--- src/rtl/controlador_dma_disco_pkg.sv ---
// controlador_dma_disco_pkg: shared states, direction codes and default sizes for the disk DMA engine
package controlador_dma_disco_pkg;
  typedef enum logic [2:0] {IDLE, RD, WR, DONE, ERR} state_t;
  localparam logic DIR_DISK2MEM = 1'b0;
  localparam logic DIR_MEM2DISK = 1'b1;
  localparam int DEF_DISK_SIZE = 100;
  localparam int DEF_MEM_SIZE = 256;
  localparam int DEF_LEN_W = 16;
endpackage

--- src/rtl/controlador_dma_disco.sv ---
// controlador_dma_disco: block copy engine between the word-addressed disk and main memory, 2 cycles per word
module controlador_dma_disco
  import controlador_dma_disco_pkg::*;
#(
  parameter int DISK_SIZE = DEF_DISK_SIZE,
  parameter int MEM_SIZE = DEF_MEM_SIZE,
  parameter int LEN_W = DEF_LEN_W
) (
  input  logic             clk,
  input  logic             rst_n,
  input  logic             start,
  input  logic             dir,
  input  logic [31:0]      disk_base,
  input  logic [31:0]      mem_base,
  input  logic [LEN_W-1:0] length,
  output logic [31:0]      disk_addr,
  output logic             disk_we,
  output logic [31:0]      disk_wdata,
  input  logic [31:0]      disk_rdata,
  output logic [31:0]      mem_addr,
  output logic             mem_we,
  output logic [31:0]      mem_wdata,
  input  logic [31:0]      mem_rdata,
  output logic             busy,
  output logic             done,
  output logic             error
);
  state_t state, state_n;
  logic dir_q, dir_n, dwe_n, mwe_n, busy_n, done_n, err_n, oor, last;
  logic [31:0] db_q, db_n, mb_q, mb_n, buf_q, buf_n, src, da_n, ma_n, dwd_n, mwd_n;
  logic [LEN_W-1:0] len_q, len_n, idx, idx_n, idx_inc;
  logic [32:0] disk_end, mem_end;
  // range check in 33 bits so a base near 2^32 cannot wrap into the valid window
  assign disk_end = {1'b0, disk_base} + 33'(length);
  assign mem_end = {1'b0, mem_base} + 33'(length);
  assign oor = (disk_end > 33'(DISK_SIZE)) || (mem_end > 33'(MEM_SIZE));
  assign src = (dir_q == DIR_MEM2DISK) ? mem_rdata : disk_rdata;
  assign idx_inc = idx + LEN_W'(1);
  assign last = idx == len_q - LEN_W'(1);
  // outputs are registered: the comb block computes the values they take in the next state
  always_comb begin
    state_n = state;
    dir_n = dir_q;
    db_n = db_q;
    mb_n = mb_q;
    len_n = len_q;
    idx_n = idx;
    buf_n = buf_q;
    da_n = disk_addr;
    ma_n = mem_addr;
    dwd_n = disk_wdata;
    mwd_n = mem_wdata;
    dwe_n = 1'b0;
    mwe_n = 1'b0;
    busy_n = busy;
    done_n = 1'b0;
    err_n = 1'b0;
    case (state)
      IDLE: if (start) begin
        dir_n = dir;
        db_n = disk_base;
        mb_n = mem_base;
        len_n = length;
        idx_n = '0;
        state_n = (length == '0) ? DONE : oor ? ERR : RD;
        done_n = state_n == DONE;
        err_n = state_n == ERR;
        busy_n = state_n == RD;
        da_n = busy_n ? disk_base : disk_addr;
        ma_n = busy_n ? mem_base : mem_addr;
      end
      RD: begin
        state_n = WR;
        buf_n = src;
        dwe_n = dir_q == DIR_MEM2DISK;
        mwe_n = dir_q == DIR_DISK2MEM;
        dwd_n = dwe_n ? src : disk_wdata;
        mwd_n = mwe_n ? src : mem_wdata;
      end
      WR: begin
        state_n = last ? DONE : RD;
        done_n = last;
        busy_n = !last;
        idx_n = last ? idx : idx_inc;
        da_n = last ? disk_addr : db_q + 32'(idx_inc);
        ma_n = last ? mem_addr : mb_q + 32'(idx_inc);
      end
      default: state_n = IDLE;
    endcase
  end
  always_ff @(posedge clk or negedge rst_n) begin
    if (!rst_n) begin
      state <= IDLE;
      dir_q <= 1'b0;
      db_q <= '0;
      mb_q <= '0;
      len_q <= '0;
      idx <= '0;
      buf_q <= '0;
      disk_addr <= '0;
      mem_addr <= '0;
      disk_wdata <= '0;
      mem_wdata <= '0;
      disk_we <= 1'b0;
      mem_we <= 1'b0;
      busy <= 1'b0;
      done <= 1'b0;
      error <= 1'b0;
    end else begin
      state <= state_n;
      dir_q <= dir_n;
      db_q <= db_n;
      mb_q <= mb_n;
      len_q <= len_n;
      idx <= idx_n;
      buf_q <= buf_n;
      disk_addr <= da_n;
      mem_addr <= ma_n;
      disk_wdata <= dwd_n;
      mem_wdata <= mwd_n;
      disk_we <= dwe_n;
      mem_we <= mwe_n;
      busy <= busy_n;
      done <= done_n;
      error <= err_n;
    end
  end
endmodule

--- config.mk ---
export PLATFORM = sky130hd
export DESIGN_NAME = controlador_dma_disco
export DESIGN_NICKNAME = d
export VERILOG_FILES = /design/src/rtl/controlador_dma_disco_pkg.sv /design/src/rtl/controlador_dma_disco.sv
export SDC_FILE = /design/constraint.sdc
export NUM_CORES = 1
export LEC_CHECK = 0
export ABC_AREA = 1
export CORE_MARGIN = 5
export CORE_UTILIZATION = 60
export CTS_BUF_LIST = sky130_fd_sc_hd__clkbuf_4
export CTS_CLUSTER_SIZE = 16
export DETAILED_ROUTE_END_ITERATION = 10
export PLACE_DENSITY = 0.89
export SLEW_MARGIN = 20
export SYNTH_ARGS = -nofsm -noshare
export SYNTH_HDL_FRONTEND = slang
export SYNTH_SLANG_ARGS = --single-unit
--- constraint.sdc ---
create_clock -name clk -period 10.1 [get_ports clk]
set_input_delay 2.02 -clock clk [delete_from_list [all_inputs] [get_ports clk]]
set_output_delay 2.02 -clock clk [all_outputs]
set_load 0.01 [all_outputs]
==> metrics <==
status=completed; #FFs+latches synth=about 230; post-synth cell types=between 40 and 50; Routed WL=55000 microns; clock sinks=233; post-synthesis area per instance=6.71 sq um; effective utilization at floorplan=approximately 60%; number of primary I/O pins=around 280; slowest cell on the critical path=sky130_fd_sc_hd__nand2_2; global-route wire length before repair=87400 microns; total power density per cell area=125 nW/um^2; static leakage=9.93 nW; vias post-DR=17400; worst skew pair latency=0.70 ns; critical path start-end classification=input port to flip-flop; Resized Gates After CTS=0; count of routing violations after the opening detailed-route iteration=1856; maximum vdd drop=0.0000841 V; maximum number of buffers from clock root to sink=3; Sw Share=33.4%; share of the synthesized area in the top cell type=36.1%; Floorplan Core Area=between 20000 and 30000 sq um; hold bufs inserted after CTS=0; Port Buf Inserts=280; post-detailed-route wirelength per cell=17.9 microns; CP Cell Sequence=clkdlybuf4s50_1, ha_1, fa_1, nand2_1, inv_1, nand2_1, nand2_1, nand2_1, nand3_1, nand2_1, nand2_2, nand3_1, nand3_1, nor2_1, nand3_1, nor2_1, nand4_1, nand2_2, nand2_4, nand2_1, nand2_1; data arrival time of the worst path=6.54 ns; top area cells in the synthesized netlist=sky130_fd_sc_hd__dfrtp_1 36%, sky130_fd_sc_hd__nand2_1 22%, sky130_fd_sc_hd__inv_1 6.0%, sky130_fd_sc_hd__nand3_1 6.0%, sky130_fd_sc_hd__ha_1 5.1%; most common cell in the netlist=sky130_fd_sc_hd__nand2_1; Total GRT Usage=between 30% and 40%; share of the clock period used by the worst path=59.2%; share of post-route cells with drive strength above 1=6.05%; post-placement setup slack=3.46 ns; category of the worst setup path launch point=input port; path class of the lowest-slack min-delay path=flip-flop to flip-flop; DR DRC count=0; maximum clock rate=~0.17 GHz; count of warnings emitted by yosys=0; total congestion overflow after global routing=0; Max Transition Viols Final=0; final hold violations=0; vias in the first global route=16700; minimum clock period after layout=5.98 ns; number of routed nets with antenna violations=0; commonest cells in the netlist=965 x sky130_fd_sc_hd__nand2_1, 259 x sky130_fd_sc_hd__inv_1, 233 x sky130_fd_sc_hd__dfrtp_1; Die X=174 microns; clock share of power=about a third; Maximum Capacitance Violations=0; Num CTS Buffers=60; cell internal pwr=1.65 mW; Pre-Repair DR Iteration Count=8; placed wire-length estimate after detailed placement=43600 microns; vias per inst=roughly 5.7; Main synth FF type=sky130_fd_sc_hd__dfrtp_1; FF/Latch Area=between 5000 and 6000 sq um; Critical Path Most Common Cell=sky130_fd_sc_hd__nand2_1; CTS H-tree lvls=2; final-stage net count=about 2900; clock slew at reported path FFs=0.06 ns; sequential-to-total area share from yosys stat=36.1%; CTS tree=built; setup repair after global routing missed its margin=no; initial antenna violation count=4; remaining max-slew budget at the tightest pin=33.6%; global placer's final weighted congestion=0.972; portion of total power attributed to sequential cells=approximately 43%; postcts setup bufs=0; post-synthesis net count=approximately 2600; Final TNS setup=0 ns; Filler Cells Inserted=2166; worst path setup slack after routing=4.12 ns; biggest area consumer among synthesized cells=sky130_fd_sc_hd__dfrtp_1; Async SR Flop Fraction=100%; multi-input combinational cell area=9010 sq um; slew at the pin closest to its max-slew limit=0.996 ns; required time at the worst-slack endpoint=10.66 ns; largest stage delay on the critical path=0.68 ns; count of flip-flops with a built-in enable after synthesis=0; highest fanout seen on the critical path=65; count of standard-cell rows=60; NetSw=0.827 mW; Area growth syn-to-layout=23.0%; Total Die Area=around 30000 sq um; overall die height=174 microns; Cell Area, Synth=~16000 sq um; cell at the root of the clock tree=sky130_fd_sc_hd__clkbuf_4; category of the worst setup path capture point=flip-flop; clock skew after layout=0.0447 ns; synthesized netlist cell count=2406; share of total power in combinational logic=24.8%; final number of setup-violating endpoints=0; pin count of the biggest net entering global routing=between 100 and 150
registers in the layout, summed over array words and instances (netlist names):
signal and count:
busy 1, db_q 32, dir_q 1, disk_addr 32, disk_wdata 32, disk_we 1, done 1, error 1
idx 16, len_q 16, mb_q 32, mem_addr 32, mem_wdata 32, mem_we 1, state 3
cells in the final DEF, fill, tap and decap left out, drive strengths merged, types with 2 or more instances in the layout:
| master | n |
|---|---|
| nand2 | 991 |
| clkdlybuf4s50 | 279 |
| inv | 261 |
| dfrtp | 233 |
| nand3 | 197 |
| nor2 | 150 |
| o21ai | 128 |
| clkbuf | 88 |
| a21oi | 69 |
| ha | 66 |
| xor2 | 55 |
| nand4 | 39 |
| nor3 | 37 |
| or2 | 20 |
| xnor2 | 18 |
| a31oi | 16 |
| nor4 | 12 |
| clkinv | 12 |
| nand3b | 10 |
| o22ai | 10 |
| buf | 9 |
| a21o | 5 |
| o211ai | 5 |
| diode | 4 |
| o21bai | 4 |
| fa | 4 |
| or4 | 2 |
| a21boi | 2 |
cell families after synthesis:
logic type / count (synthesis) / synth area share, %
flops: 233 / 36.1
simple gates: 1461 / 38.2
fa+ha+maj: 70 / 5.61
buf+inv: 329 / 8.22
xor+xnor: 73 / 3.96
compound gates: 240 / 7.91
power by group through the flow:
stage               combinational (mW)  clock, mW  sequential (mW)
floorplan                        0.393          0             1.06
global placement                 0.583          0             1.08
detailed placement               0.600          0             1.08
CTS                              0.604      0.802             1.06
global route                     0.682      0.864             1.07
finish                           0.614      0.794             1.07
final cells by class:
| class | count | share of cell area [%] |
|---|---|---|
| clock buffer | 88 | 3.33 |
| tap | 341 | 2.15 |
| inverter | 265 | 5.01 |
| antenna | 4 | 0.0504 |
| clock inverter | 9 | 0.334 |
| sequential | 233 | 29.4 |
| multi-input combinational | 1844 | 45.3 |
| timing repair buffer | 288 | 14.4 |
routing by layer:
layer / part of all wire (%) / GRT usage, %
met1: 39 / 45.1
met2: 47 / 60.3
met3: 9.9 / 6.57
met4: 4.3 / 14.1
met5: 0 / 0
path summary, 6_finish.rpt:
check | start | end | slack (ns) | cells after the start
worst max-delay path | mem_base[0] | mem_addr[23]$_DFFE_PN0P_ | 4.12 | 21
worst min-delay path | disk_wdata[25]$_DFFE_PN0P_ | disk_wdata[25]$_DFFE_PN0P_ | 0.47 | 2
worst max register to register | idx[2]$_DFFE_PN0P_ | mem_addr[31]$_DFFE_PN0P_ | 5.17 | 19
worst min register to register | disk_wdata[25]$_DFFE_PN0P_ | disk_wdata[25]$_DFFE_PN0P_ | 0.47 | 2
max in group asynchronous | rst_n | disk_addr[30]$_DFFE_PN0P_ | 7.32 | 2
min in group asynchronous | rst_n | mb_q[3]$_DFFE_PN0P_ | 1.32 | 1
metrics by stage:
stage	std cells	power [mW]	area (sq um)	hold WS, ns	utilization [%]
after detailed placement	2971	1.68	19100	0.458	71.6
after global placement	2971	1.66	19100	0.453	71.6
after floorplan	2406	1.46	16100	0.448	-
final	3072	2.47	19900	0.470	74.3
after global routing	3072	2.62	19900	0.495	74.3
after CTS	3068	2.47	19900	0.474	74.3
worst max-delay path: cells and delay by family:
kind                     cells  cell delay (ns)
adder cells (fa/ha/maj)      2             0.72
AND/OR/NAND/NOR             17             3.24
buffers and inverters        2             0.53
Note: power is estimated with default switching activity, not from simulation.
==> RTL edit: new RTL, same settings <==
Remove the register `mem_we`: a continuous assignment takes its place, so the output `mem_we` follows one clock earlier.
--- a/src/rtl/controlador_dma_disco.sv
+++ b/src/rtl/controlador_dma_disco.sv
@@ -102,7 +102,6 @@
       disk_wdata <= '0;
       mem_wdata <= '0;
       disk_we <= 1'b0;
-      mem_we <= 1'b0;
       busy <= 1'b0;
       done <= 1'b0;
       error <= 1'b0;
@@ -119,11 +118,12 @@
       disk_wdata <= dwd_n;
       mem_wdata <= mwd_n;
       disk_we <= dwe_n;
-      mem_we <= mwe_n;
       busy <= busy_n;
       done <= done_n;
       error <= err_n;
     end
   end
+
+  assign mem_we = mwe_n;
 endmodule
 
Check against the original RTL: not equivalent (a bounded check fails within 4 cycles, from zero or initial values and one cycle with rst_n low).
==> RTL edit against the unedited design <==
  * Worst hold slack better by 0.00093 ns
  * Via count grew 0.59%
  * Clock skew up 0.0047 ns
  * Sequential cell count is 1 lower
  * Worst setup slack worse by 0.067 ns
  * Cell area grew 0.16%
  * Total power grew 1.5%
  * Wire length grew 2.9%
  * Largest cell class unchanged
  * Synthesized area is 0.16% lower
  * First-iteration DRC count grew 1.3%
  * Critical path depth down 2
==> RTL edit: results (changes against the unedited design) <==
Synth
  • Synth warn: 0 (unchanged)
  • Synth Instances: 2405 (-0.042%)
  • Seq/Total Area, Yosys: 36.0% (-0.099 points)
  • Top cells by area, synth: dfrtp_1, nand2_1, inv_1
  • Post-synth top cells: nand2_1, inv_1, dfrtp_1, nand3_1, nor2_1
  • Ys async rst share: 100% (unchanged)
  • Distinct cells, synth: 43 (unchanged)
  • Net count after synthesis: 2623 (-0.038%)

Power
  • Worst vdd ir: 0.0960 mV (+14%)
  • Leak: 9.95 nW (+0.17%)

CTS
  • # hold bufs at CTS: 0 (unchanged)
  • Clk Latency, worst-skew pair: 0.72 ns (+0.02 ns)
  • CTS max path bufs: 3 (unchanged)
  • Post-CTS Resized: 0 (unchanged)
  • Root Driver: clkbuf_4
  • Setup bufs post-CTS: 0 (unchanged)
  • Clk slew on worst S/H paths: 0.06 ns (about the same)
  • H-Tree Level Count: 2 (unchanged)
  • CTS Buf Count: 61 (+1.7%)

Setup path
  • RR Startpoint: idx[4]
  • Critical Path Source: disk_base[0]
  • CP max FO: 65 (unchanged)
  • Arrival time at the worst endpoint: 6.62 ns (+0.08 ns)

Timing
  • Slew margin rel.: 32.9% (-0.69 points)
  • Max Clock Skew: 0.0494 ns (+0.00469 ns)
  • Fin. Hold Viols: 0 (unchanged)

Route
  • DR pass1 iterations: 8 (unchanged)
  • DR iter-0 viols: 1881 (+1.3%)
  • Average vias per placed instance: 5.69 (+0.29%)
  • DRC: 0 (unchanged)
  • WL per Instance: 18.4 um (+2.6%)

Placement
  • RePlAce Congestion: 0.980 (+0.77%)
  • IO Port Bufs: 280 (unchanged)
  • Final HPWL DP: 43.9 mm (+0.51%)
  • Placed insts: 2970 (-0.034%)
  • Pre-CTS WS: 3.44 ns (-0.0235 ns)

Finish
  • Share of post-route cells with drive strength above 1: 6.17% (+0.12 points)
  • Fin nets: 2910 (unchanged)
  • Finished Layout Cells: 3081 (+0.29%)

Global route
  • Largest net degree at the start of global routing: 103 (unchanged)
  • Initial antenna violation count: 3 (-1)
  • Vias in the first global route: 16842 (+0.77%)
  • First-pass GRT wire length: 88.7 mm (+1.6%)
  • Total GRT Usage: 36.1% (+0.62 points)

Hold path
  • Hold path startpoint: disk_wdata[8]
  • Hold WC Path Type: register to register

Run status
  • Status: finished, final reports clean
## RTL edit: cell types whose count changed after synthesis, sizes merged
cell,change
dfrtp,-1
## RTL edit: layout make-up
type / count / area (um^2)
clock inverter: 19 / 114
inverter: 265 / 995
fill: 2122 / 6830
multi-input combinational: 1844 / 9010
antenna: 3 / 7.51
sequential: 232 / 5810
timing repair buffer: 288 / 2870
clock buffer: 89 / 668
tap: 341 / 427
## RTL edit: final timing paths
kind	cells past startpoint	slack, ns	endpoint
max	19	4.05	mem_addr[31]
min	2	0.47	disk_wdata[8]
max reg2reg	19	5.29	mem_addr[31]
min reg2reg	2	0.47	disk_wdata[8]
max in group asynchronous	2	7.47	mb_q[4]
min in group asynchronous	1	1.30	idx[15]
## RTL edit: critical path, stage by stage
cell	delay, ns
clkdlybuf4s50_1	0.51
ha_1	0.34
fa_1	0.50
nand3_1	0.15
nand2_1	0.10
nand2_1	0.09
nand2_1	0.16
nand2_1	0.10
nand2_1	0.12
xor2_1	0.19
nand2_1	0.11
nor2_1	0.11
nand2_1	0.05
nor2_1	0.14
nand4_1	0.13
nand2_2	0.69
nand2_4	0.69
nand2_1	0.27
nand2_1	0.09
## RTL edit: logic make-up (layout without fill, tap and decap cells)
kind of cell | Yosys count | in the layout | synth area share, %
AOI/OAI and AO/OA | 240 | 240 | 7.93
xor gates and xnor gates | 73 | 73 | 3.97
adders and majority gates | 70 | 70 | 5.62
buffers and inverters | 329 | 661 | 8.23
DFF | 232 | 232 | 36.0
other | 0 | 3 | 0
and+or+nand+nor | 1461 | 1461 | 38.2
## RTL edit: where the power goes
group          internal, W  leakage (nW)  switching, W  total [W]
Sequential        0.000998          2.44     0.0000648    0.00106
Combinational     0.000227          7.04      0.000390   0.000617
Clock             0.000430         0.466      0.000401   0.000831
Total              0.00166          9.95      0.000855    0.00251
## RTL edit: layer usage
layer	global-route usage, %	share of wire [%]
met5	0	0
met3	6.18	9.3
met4	15.8	4.9
met1	46.1	39
met2	60.8	47
## RTL edit: stage by stage
stage / utilization, % / cell area, um^2
global placement: 71.5 / 19100
finish: 74.4 / 19900
floorplan: - / 16100
CTS: 74.4 / 19900
detailed placement: 71.5 / 19100
global route: 74.4 / 19900
